===== config.mk =====
export PLATFORM = sky130hd
export DESIGN_NAME = cds_sample_subtractor
export DESIGN_NICKNAME = d
export VERILOG_FILES = /design/src/rtl/cds_sample_subtractor.sv
export SDC_FILE = /design/constraint.sdc
export NUM_CORES = 1
export LEC_CHECK = 0
export CORE_UTILIZATION = 30
export DETAILED_ROUTE_END_ITERATION = 10
export PLACE_DENSITY = 0.56
export SYNTH_ARGS = -nofsm -noshare
export SYNTH_HDL_FRONTEND = slang
export SYNTH_SLANG_ARGS = --single-unit

===== constraint.sdc =====
create_clock -name clk -period 4.39 [get_ports clk]
set_input_delay 0.6585 -clock clk [delete_from_list [all_inputs] [get_ports clk]]
set_output_delay 0.6585 -clock clk [all_outputs]
set_load 0.01 [all_outputs]

===== src/rtl/cds_sample_subtractor.sv =====
`default_nettype none
// +----------------------------------------------------------------------------+
// | Module   : cds_sample_subtractor                                           |
// | Brief    : CDS pair capture, signed difference, FWFT result FIFO with      |
// |            valid/ready drain. Optional frame summing via CDS_ACCUM_EN.     |
// | Revision : 1.0                                                             |
// +----------------------------------------------------------------------------+
module cds_sample_subtractor #(
  parameter int ADC_W       = 16,
  parameter int FIFO_DEPTH  = 4,
  parameter bit DIFF_INVERT = 1'b0,
  parameter int ACC_LOG2    = 2
) (
  input  logic                      clk,
  input  logic                      reset,
  input  logic                      cds_strobe,
  input  logic                      cds_first,
  input  logic [ADC_W-1:0]          adc_data,
  input  logic                      out_ready,
  input  logic                      clear_flags,
  output logic                      out_valid,
  output logic [ADC_W+ACC_LOG2:0]   out_data,
  output logic [15:0]               frame_count,
  output logic                      seq_err,
  output logic                      overflow
);

  localparam int c_out_w = ADC_W + 1 + ACC_LOG2;
  localparam int c_ptr_w = $clog2(FIFO_DEPTH);
  localparam int c_cnt_w = c_ptr_w + 1;
  localparam logic [c_cnt_w-1:0] c_full = c_cnt_w'(FIFO_DEPTH);

  typedef enum logic [0:0] {
    S_IDLE       = 1'b0,
    S_HAVE_FIRST = 1'b1
  } state_t;

  state_t r_state;
  state_t w_state_nxt;
  logic   w_latch_s1;
  logic   w_latch_s2;
  logic   w_seq_evt;

  always_ff @(posedge clk or posedge reset) begin
    if (reset) r_state <= S_IDLE;
    else       r_state <= w_state_nxt;
  end

  always_comb begin
    w_state_nxt = r_state;
    w_latch_s1  = 1'b0;
    w_latch_s2  = 1'b0;
    w_seq_evt   = 1'b0;
    case (r_state)
      S_IDLE: begin
        if (cds_strobe) begin
          if (cds_first) begin
            w_latch_s1  = 1'b1;
            w_state_nxt = S_HAVE_FIRST;
          end else begin
            w_seq_evt = 1'b1;
          end
        end
      end
      S_HAVE_FIRST: begin
        if (cds_strobe) begin
          // A repeated first sample abandons the pair but keeps the newest word.
          if (cds_first) begin
            w_latch_s1 = 1'b1;
            w_seq_evt  = 1'b1;
          end else begin
            w_latch_s2  = 1'b1;
            w_state_nxt = S_IDLE;
          end
        end
      end
      default: w_state_nxt = S_IDLE;
    endcase
  end

  logic [ADC_W-1:0] r_s1;
  logic [ADC_W-1:0] r_s2;
  logic             r_push_pend;

  always_ff @(posedge clk or posedge reset) begin
    if (reset) begin
      r_s1        <= '0;
      r_s2        <= '0;
      r_push_pend <= 1'b0;
    end else begin
      if (w_latch_s1) r_s1 <= adc_data;
      if (w_latch_s2) r_s2 <= adc_data;
      r_push_pend <= w_latch_s2;
    end
  end

  logic signed [ADC_W:0]     w_diff;
  logic signed [c_out_w-1:0] w_diff_ext;
  logic signed [c_out_w-1:0] w_push_data;
  logic                      w_push;

  always_comb begin
    if (DIFF_INVERT) w_diff = $signed({1'b0, r_s1}) - $signed({1'b0, r_s2});
    else             w_diff = $signed({1'b0, r_s2}) - $signed({1'b0, r_s1});
    w_diff_ext = c_out_w'(w_diff);
  end

`ifdef CDS_ACCUM_EN
  localparam int c_acc_w = ACC_LOG2 + 1;
  localparam logic [c_acc_w-1:0] c_acc_last = c_acc_w'((1 << ACC_LOG2) - 1);

  logic signed [c_out_w-1:0] r_acc;
  logic [c_acc_w-1:0]        r_acc_cnt;
  logic                      w_acc_done;

  assign w_acc_done  = r_push_pend && (r_acc_cnt == c_acc_last);
  assign w_push      = w_acc_done;
  assign w_push_data = r_acc + w_diff_ext;

  always_ff @(posedge clk or posedge reset) begin
    if (reset) begin
      r_acc     <= '0;
      r_acc_cnt <= '0;
    end else if (r_push_pend) begin
      if (w_acc_done) begin
        r_acc     <= '0;
        r_acc_cnt <= '0;
      end else begin
        r_acc     <= r_acc + w_diff_ext;
        r_acc_cnt <= r_acc_cnt + c_acc_w'(1);
      end
    end
  end
`else
  assign w_push      = r_push_pend;
  assign w_push_data = w_diff_ext;
`endif

  logic [c_out_w-1:0] r_mem [FIFO_DEPTH];
  logic [c_ptr_w-1:0] r_rd_ptr;
  logic [c_ptr_w-1:0] r_wr_ptr;
  logic [c_cnt_w-1:0] r_count;
  logic [c_out_w-1:0] r_last;
  logic               w_empty;
  logic               w_full;
  logic               w_pop;
  logic               w_wr;
  logic               w_drop;

  assign w_empty = (r_count == '0);
  assign w_full  = (r_count == c_full);
  assign w_pop   = !w_empty && out_ready;
  // A same-cycle pop frees the slot, so a push into a full FIFO still lands.
  assign w_wr    = w_push && (!w_full || w_pop);
  assign w_drop  = w_push && w_full && !w_pop;

  always_ff @(posedge clk) begin
    if (w_wr) r_mem[r_wr_ptr] <= w_push_data;
  end

  always_ff @(posedge clk or posedge reset) begin
    if (reset) begin
      r_rd_ptr <= '0;
      r_wr_ptr <= '0;
      r_count  <= '0;
      r_last   <= '0;
    end else begin
      if (w_wr) r_wr_ptr <= r_wr_ptr + c_ptr_w'(1);
      if (w_pop) begin
        r_rd_ptr <= r_rd_ptr + c_ptr_w'(1);
        r_last   <= r_mem[r_rd_ptr];
      end
      case ({w_wr, w_pop})
        2'b10:   r_count <= r_count + c_cnt_w'(1);
        2'b01:   r_count <= r_count - c_cnt_w'(1);
        default: r_count <= r_count;
      endcase
    end
  end

  assign out_valid = !w_empty;
  assign out_data  = w_empty ? r_last : r_mem[r_rd_ptr];

  logic [15:0] r_frame_count;
  logic        r_seq_err;
  logic        r_overflow;

  always_ff @(posedge clk or posedge reset) begin
    if (reset) begin
      r_frame_count <= '0;
      r_seq_err     <= 1'b0;
      r_overflow    <= 1'b0;
    end else begin
      if (r_push_pend) r_frame_count <= r_frame_count + 16'd1;
      if (w_seq_evt)        r_seq_err <= 1'b1;
      else if (clear_flags) r_seq_err <= 1'b0;
      if (w_drop)           r_overflow <= 1'b1;
      else if (clear_flags) r_overflow <= 1'b0;
    end
  end

  assign frame_count = r_frame_count;
  assign seq_err     = r_seq_err;
  assign overflow    = r_overflow;

endmodule
`default_nettype wire

==> summary.txt, run 1 <==
Final nets -> 592
Root Buffer -> clkbuf_16
Layout cell share with drive strength beyond 1 -> 0.148
Total CTS buffers -> 17
Power after layout -> 5.00 mW
PortBufs -> 59
Reg clk slew, reported paths -> 0.06 ns
CP Capture Type -> output port
Starting Density -> 0.310
Simple-gate portion of the synthesized area -> 0.0791
Largest fanout on the critical path -> 18
Peak VDD IR -> 0.302 mV
Hold-fix buffers, CTS -> 0
Post-DRT Antenna Nets -> 0
Pleak -> 3.24 nW
Storage element area -> 3940 µm²
Routed length per instance -> 14.7 µm
Clock share of power -> 0.276
Critical path class -> flip-flop to output port
Gpl congestion -> 0.783
Site Rows -> 53
Netlist cell types -> 51
Minimum clock period -> 3.22 ns
Multiplexer share of the synthesized area -> 0.152
Max Freq -> 0.310 GHz
Unrepaired setup endpoints after global routing -> no
Total congestion overflow -> 0
CP Data Arrival Time -> 2.57 ns
Largest net degree at the start of global routing -> 35
Status -> complete, no violations
Final std cells w/o fill -> 835
Max_slew headroom -> 0.417
Worst-margin pin slew -> 0.874 ns
Layout area overhead -> 21.9%
I/O Pins -> 60
P per Cell Area -> 622 nW/µm²
Startpoint types -> flip-flop
Setup TNS -> 0 ns
First-pass GRT wire length -> 20,400 µm
Placed Cells -> 803
Pre-antenna DRT Iters -> 4
Fill count -> 1,979
Asr flop ratio synth -> 0.528
Multi-input combinational cell area -> 2440 µm²
Post_cts resized -> 0
Ys flop type -> dfrtp_1
Initial antenna violation count -> 0
Post-Synth XOR/XNOR Area -> 0.0452
Placed cell areas -> 7470 µm²
Die X -> 150 µm
CTS Sinks -> 144
Vias in the first global route -> 4,005
CTS tree -> done
Routed vias -> 3,796
Synth Instances -> 480
DIE HEIGHT -> 150 µm
Core area -> 21,300 µm²
Synth warnings -> 0
Bufs on Longest Clock Path -> 2
Avg Cell Area, Syn -> 13.7 µm²
Diode count -> 0
Fin. Hold Viols -> 0
Worst clock skew -> 0.0122 ns
Post-Synthesis Cell Area -> 6590 µm²
Post-synthesis compound-gate area fraction -> 0.0484
Sequential element share of the synthesized area -> 0.598
Overall global routing resource usage -> 0.119
Synthesized Nets -> 525
Drt total wl -> 12,200 µm
Post-DP HPWL -> 8920 µm
Fin crit share -> 0.734
Pre-CTS setup slack -> 1.49 ns
DRT iter0 DRCs -> 216
Post-route cell area -> 8040 µm²
Final worst slack -> 1.17 ns
Max Slew Vio Count -> 0
Pint -> 3.50 mW
Endpoints failing setup -> 0
Post-synth EDFFs -> 68
Fraction of power spent switching nets -> 0.301
Main combinational cell family by area after synthesis -> multiplexers
Seq cells post-synth -> 144
Fraction of power consumed by sequential logic -> 0.388
DR DRC count -> 0
H-tree levels -> 4
Skew-Pair Late Insertion Delay -> 0.42 ns
Vias per inst -> 4.55
Min-Delay Path Class -> flip-flop to flip-flop
Worst Path Required -> 3.73 ns
Comb pwr share -> 0.336
NetSw -> 1.51 mW
Postcts setup bufs -> 0
Synthesized-area fraction occupied by adder cells -> 0.0459
Die area -> 22,600 µm²
# Max-Cap Violations -> 0
[cell type report]
cell class,instances,area share
Sequential cell,144,0.491
Clock inverter,14,0.0177
Inverter,31,0.0145
Clock buffer,18,0.0534
Timing Repair Buffer,63,0.0772
Tap cell,275,0.0428
Multi-Input combinational cell,290,0.304
[power by group through the flow]
stage / clock [mW] / combinational (mW) / sequential, mW
2_1_floorplan: 0 / 1.19 / 1.90
3_3_place_gp: 0 / 1.65 / 1.95
3_5_place_dp: 0 / 1.70 / 1.97
4_1_cts: 1.41 / 1.71 / 1.95
5_1_grt: 1.48 / 1.87 / 1.98
6_report: 1.38 / 1.68 / 1.94
[logic make-up after synthesis]
family | count (synthesis)
AO/OA/AOI/OAI | 46
adder cells (fa/ha/maj) | 23
multiplexers | 72
XOR/XNOR | 34
flip-flops | 144
AND/OR/NAND/NOR | 115
buffers and inverters | 46
[critical path, stage by stage (launching register included)]
cell	delay (ns)
dfrtp_1	0.90
mux4_2	0.43
mux2_1	0.34
clkdlybuf4s50_1	0.49
[per-stage QoR]
step                hold WS, ns  utilization
floorplan                 0.447            -
global placement          0.458        0.351
detailed placement        0.469        0.351
CTS                       0.484        0.378
global route              0.494        0.378
finish                    0.479        0.378
[flip-flops by register name (all words and copies together) (netlist names), named ones only]
signal and flops:
overflow 1, r_mem 68, r_s1 16, r_count 3, r_rd_ptr 2, r_s2 16
r_push_pend 1, frame_count 16, r_wr_ptr 2, r_last 17, seq_err 1
[routing by layer]
layer,routed length (µm),up-vias,track usage,share of wire
li1,-,1850,-,-
met1,5560,1878,0.143,0.45
met2,6010,56,0.197,0.49
met3,504,12,0.0418,0.041
met4,170,0,0.0419,0.014
met5,0,-,0,0
[placed cells by master, fill, tap and decap left out, types with 2 or more instances in the layout]
cell type / n
clkinvlp_4: 4
nor2_1: 11
nor3_1: 3
xnor2_1: 23
clkinv_2: 2
edfxtp_1: 68
and4_1: 2
a31oi_1: 2
mux2_2: 26
inv_6: 2
o21ai_1: 5
nand3_1: 6
mux4_2: 17
mux2i_1: 3
nand2b_1: 4
clkbuf_16: 17
fa_1: 2
a21o_1: 6
o21ai_0: 4
o211ai_1: 3
and2_1: 6
and3_1: 3
o21a_1: 5
mux2_1: 25
clkdlybuf4s50_1: 59
inv_1: 29
inv_2: 2
clkinv_1: 2
nor2b_1: 3
clkinv_4: 2
dfrtp_1: 76
a21oi_1: 9
xor2_1: 11
a211oi_1: 2
nand4_1: 5
nand2_1: 67
buf_4: 4
bufinv_16: 2
ha_1: 21
[worst paths after layout]
| path | from | end | slack [ns] | cells past startpoint |
|---|---|---|---|---|
| worst max-delay path | r_rd_ptr[1] | out_data[18] | 1.17 | 3 |
| worst min-delay path | r_s2[7] | r_s2[7] | 0.48 | 2 |
| worst max register to register | r_s1[0] | r_mem[0][14] | 1.95 | 7 |
| worst min register to register | r_s2[7] | r_s2[7] | 0.48 | 2 |
| max in group asynchronous | reset | r_last[11] | 2.92 | 3 |
| min in group asynchronous | reset | frame_count[4] | 0.68 | 2 |
[cell usage after synthesis, types with 2 or more instances]
cell type / count / area (µm²)
a211oi_1: 2 / 15.0
a21o_1: 6 / 45.0
a21oi_1: 9 / 45.0
a31oi_1: 2 / 12.5
and2_1: 6 / 37.5
and3_1: 3 / 18.8
and4_1: 2 / 17.5
buf_2: 6 / 30.0
buf_4: 5 / 37.5
clkbuf_1: 2 / 7.51
dfrtp_1: 76 / 1900
edfxtp_1: 68 / 2040
fa_1: 2 / 40.0
ha_1: 21 / 263
inv_1: 30 / 113
mux2_1: 25 / 282
mux2_2: 26 / 293
mux2i_1: 3 / 30.0
mux4_2: 17 / 383
nand2_1: 67 / 251
nand2b_1: 4 / 25.0
nand3_1: 6 / 30.0
nand4_1: 5 / 31.3
nor2_1: 11 / 41.3
nor2b_1: 3 / 18.8
nor3_1: 3 / 15.0
o211ai_1: 3 / 22.5
o21a_1: 5 / 37.5
o21ai_0: 4 / 20.0
o21ai_1: 5 / 25.0
xnor2_1: 23 / 201
xor2_1: 11 / 96.3
Note: power is estimated with default switching activity, not from simulation.
==> run 2: changes to the inputs <==
--- a/config.mk
+++ b/config.mk
@@ -7,7 +7,7 @@
 export LEC_CHECK = 0
 export CORE_UTILIZATION = 30
 export DETAILED_ROUTE_END_ITERATION = 10
-export PLACE_DENSITY = 0.56
+export PLACE_DENSITY = 0.58
 export SYNTH_ARGS = -nofsm -noshare
 export SYNTH_HDL_FRONTEND = slang
 export SYNTH_SLANG_ARGS = --single-unit
==> constraint.sdc (replaced) <==
create_clock -name clk -period 2.8 [get_ports clk]
set_input_delay 0.42 -clock clk [delete_from_list [all_inputs] [get_ports clk]]
set_output_delay 0.42 -clock clk [all_outputs]
set_load 0.01 [all_outputs]
==> run 2 against run 1 <==
Against the previous run:
- die area unchanged
- clock power increased by 58%
- first-iteration DRC count decreased by 4.6%
- critical path depth increased by 1
- worst hold slack got worse by 0.067 ns
- critical path type unchanged
- critical endpoint is now out_data[2]
- highest routed layer unchanged
==> summary.txt, run 2 (synthesized netlist as in run 1, its figures left out) <==
Status -> complete, no violations
Total congestion overflow -> 0
Diode count -> 0
Setup TNS -> 0 ns
Fin. Hold Viols -> 0
Largest net degree at the start of global routing -> 77
# Max-Cap Violations -> 0
Worst-path cell chain -> clkbuf_16 -> mux4_2 -> mux2_2 -> clkdlybuf4s50_1
Fin crit share -> 0.968
Endpoints failing setup -> 0
Most common cell after layout, fill and taps aside -> dfrtp_1
Pleak -> 3.38 nW
R2r endpoint -> r_mem[0][14]
PortBufs -> 59
Routed length per instance -> 14.7 µm
Initial antenna violation count -> 0
Routed vias -> 3,851
Fill count -> 1,997
Max Freq -> 0.369 GHz
Worst path depth -> 4
Commonest cells after routing, fill and taps aside -> dfrtp_1, edfxtp_1, nand2_1
I/O Pins -> 60
Root Buffer -> clkbuf_16
Post-DP HPWL -> 8620 µm
P per Cell Area -> 973 nW/µm²
Overall global routing resource usage -> 0.119
DR DRC count -> 0
Worst Path Required -> 2.38 ns
R2R Setup Slk -> 0.45 ns
Die area -> 22,600 µm²
DRT iter0 DRCs -> 206
Top Registers -> r_mem (68), r_last (17)
Core area -> 21,300 µm²
Path depth of the worst reg2reg path -> 7
Buf+Inv Stages, Crit Path -> 2
Bufs on Longest Clock Path -> 2
R2R Path Start -> r_s1[0]
Site Rows -> 53
Gpl congestion -> 0.739
Hold-fix buffers, CTS -> 0
Peak VDD IR -> 0.285 mV
CP Data Arrival Time -> 2.29 ns
Final nets -> 606
Die X -> 150 µm
Max Slew Vio Count -> 0
Pre-antenna DRT Iters -> 6
Vias per inst -> 4.54
Worst path max stage delay -> 0.51 ns
CTS Sinks -> 144
Starting Density -> 0.310
Worst-margin pin slew -> 0.769 ns
Reg clk slew, reported paths -> 0.06 ns
Skew-Pair Late Insertion Delay -> 0.42 ns
Post-DRT Antenna Nets -> 0
Cell family with most CP delay -> multiplexers
Min-Delay Path Class -> primary input to asynchronous set/reset pin
Post-route cell area -> 8200 µm²
Slowest library cell on the worst path -> mux4_2
CTS tree -> done
Startpoint types -> flip-flop
Largest fanout on the critical path -> 9
DIE HEIGHT -> 150 µm
Layout area overhead -> 24.4%
Largest reg by FF count -> r_mem
Layout cell share with drive strength beyond 1 -> 0.176
Vias in the first global route -> 4,018
Worst clock skew -> 0.0112 ns
H-tree levels -> 4
Max_slew headroom -> 0.486
Max reg flops -> 68
Placed cell areas -> 7550 µm²
Drt total wl -> 12,500 µm
First-pass GRT wire length -> 20,400 µm
CP Capture Type -> output port
Unrepaired setup endpoints after global routing -> no
Critical path class -> flip-flop to output port
Total CTS buffers -> 17
Minimum clock period -> 2.71 ns
-- run 2: changes by cell type in the layout (fill, tap and decap cells not counted), sizes merged --
cell	before	now
dlygate4sd2	0	4
buf	4	17
bufinv	2	1
dlymetal6s2s	0	5
clkbuf	18	19
clkinv	6	3
inv	33	39
clkdlybuf4s50	59	50
clkinvlp	4	2
-- run 2: worst max path at each step --
| stage | start | endpoint | slack [ns] |
|---|---|---|---|
| 2_1_floorplan | reset | asynchronous set/reset pin | 0.44 |
| 6_report | r_rd_ptr[0] | out_data[2] | 0.09 |
| 4_1_cts | r_rd_ptr[0] | out_data[12] | 0.01 |
| 5_1_grt | r_rd_ptr[0] | out_data[2] | 0.01 |
| 3_3_place_gp | r_rd_ptr[1] | out_data[4] | 0.45 |
| 3_5_place_dp | r_rd_ptr[1] | out_data[4] | 0.41 |
-- run 2: area by class of cell --
cell class | instances | area (µm²) | share of cell area
Clock inverter | 14 | 146 | 0.0178
Timing Repair Buffer | 77 | 776 | 0.0946
Clock buffer | 18 | 429 | 0.0523
Sequential cell | 144 | 3950 | 0.481
Tap cell | 275 | 344 | 0.0420
Inverter | 31 | 116 | 0.0142
Multi-Input combinational cell | 290 | 2440 | 0.298
-- run 2: tightest hold or removal path: cells and delay by family --
family                 cells  cell delay [ns]
buffers and inverters      3             0.83
-- run 2: power by group --
part | internal (mW) | leakage, nW | total, mW | switching [mW]
clock network | 1.25 | 0.277 | 2.18 | 0.926
logic | 1.47 | 1.56 | 2.77 | 1.30
registers | 2.79 | 1.55 | 3.03 | 0.238
total | 5.51 | 3.38 | 7.98 | 2.47
-- run 2: repair_timing --
action | in CTS | in global routing
setup buffers | 0 | 6
gates cloned | 0 | 1
pin swaps | 0 | 0
hold endpoints to repair | 0 | 0
endpoints found under the setup margin | 15 | 10
resized for setup | 5 | 6
-- run 2: stage by stage --
step | hold WS (ns) | setup WS (ns) | total power, mW | std cells | util
final | 0.413 | 0.0909 | 7.98 | 849 | 0.385
after global routing | 0.460 | 0.0128 | 8.46 | 849 | 0.385
after CTS | 0.420 | 0.0131 | 7.99 | 842 | 0.381
after detailed placement | 0.469 | 0.409 | 5.81 | 810 | 0.354
after global placement | 0.459 | 0.446 | 5.70 | 810 | 0.354
after floorplan | 0.447 | 0.442 | 4.85 | 480 | -
-- run 2: metal layers --
layer	global-route usage	vias to the layer above	part of all wire
met5	0	-	0
met2	0.194	62	0.49
met1	0.146	1896	0.46
met4	0.0409	0	0.0097
li1	-	1886	-
met3	0.0406	7	0.043
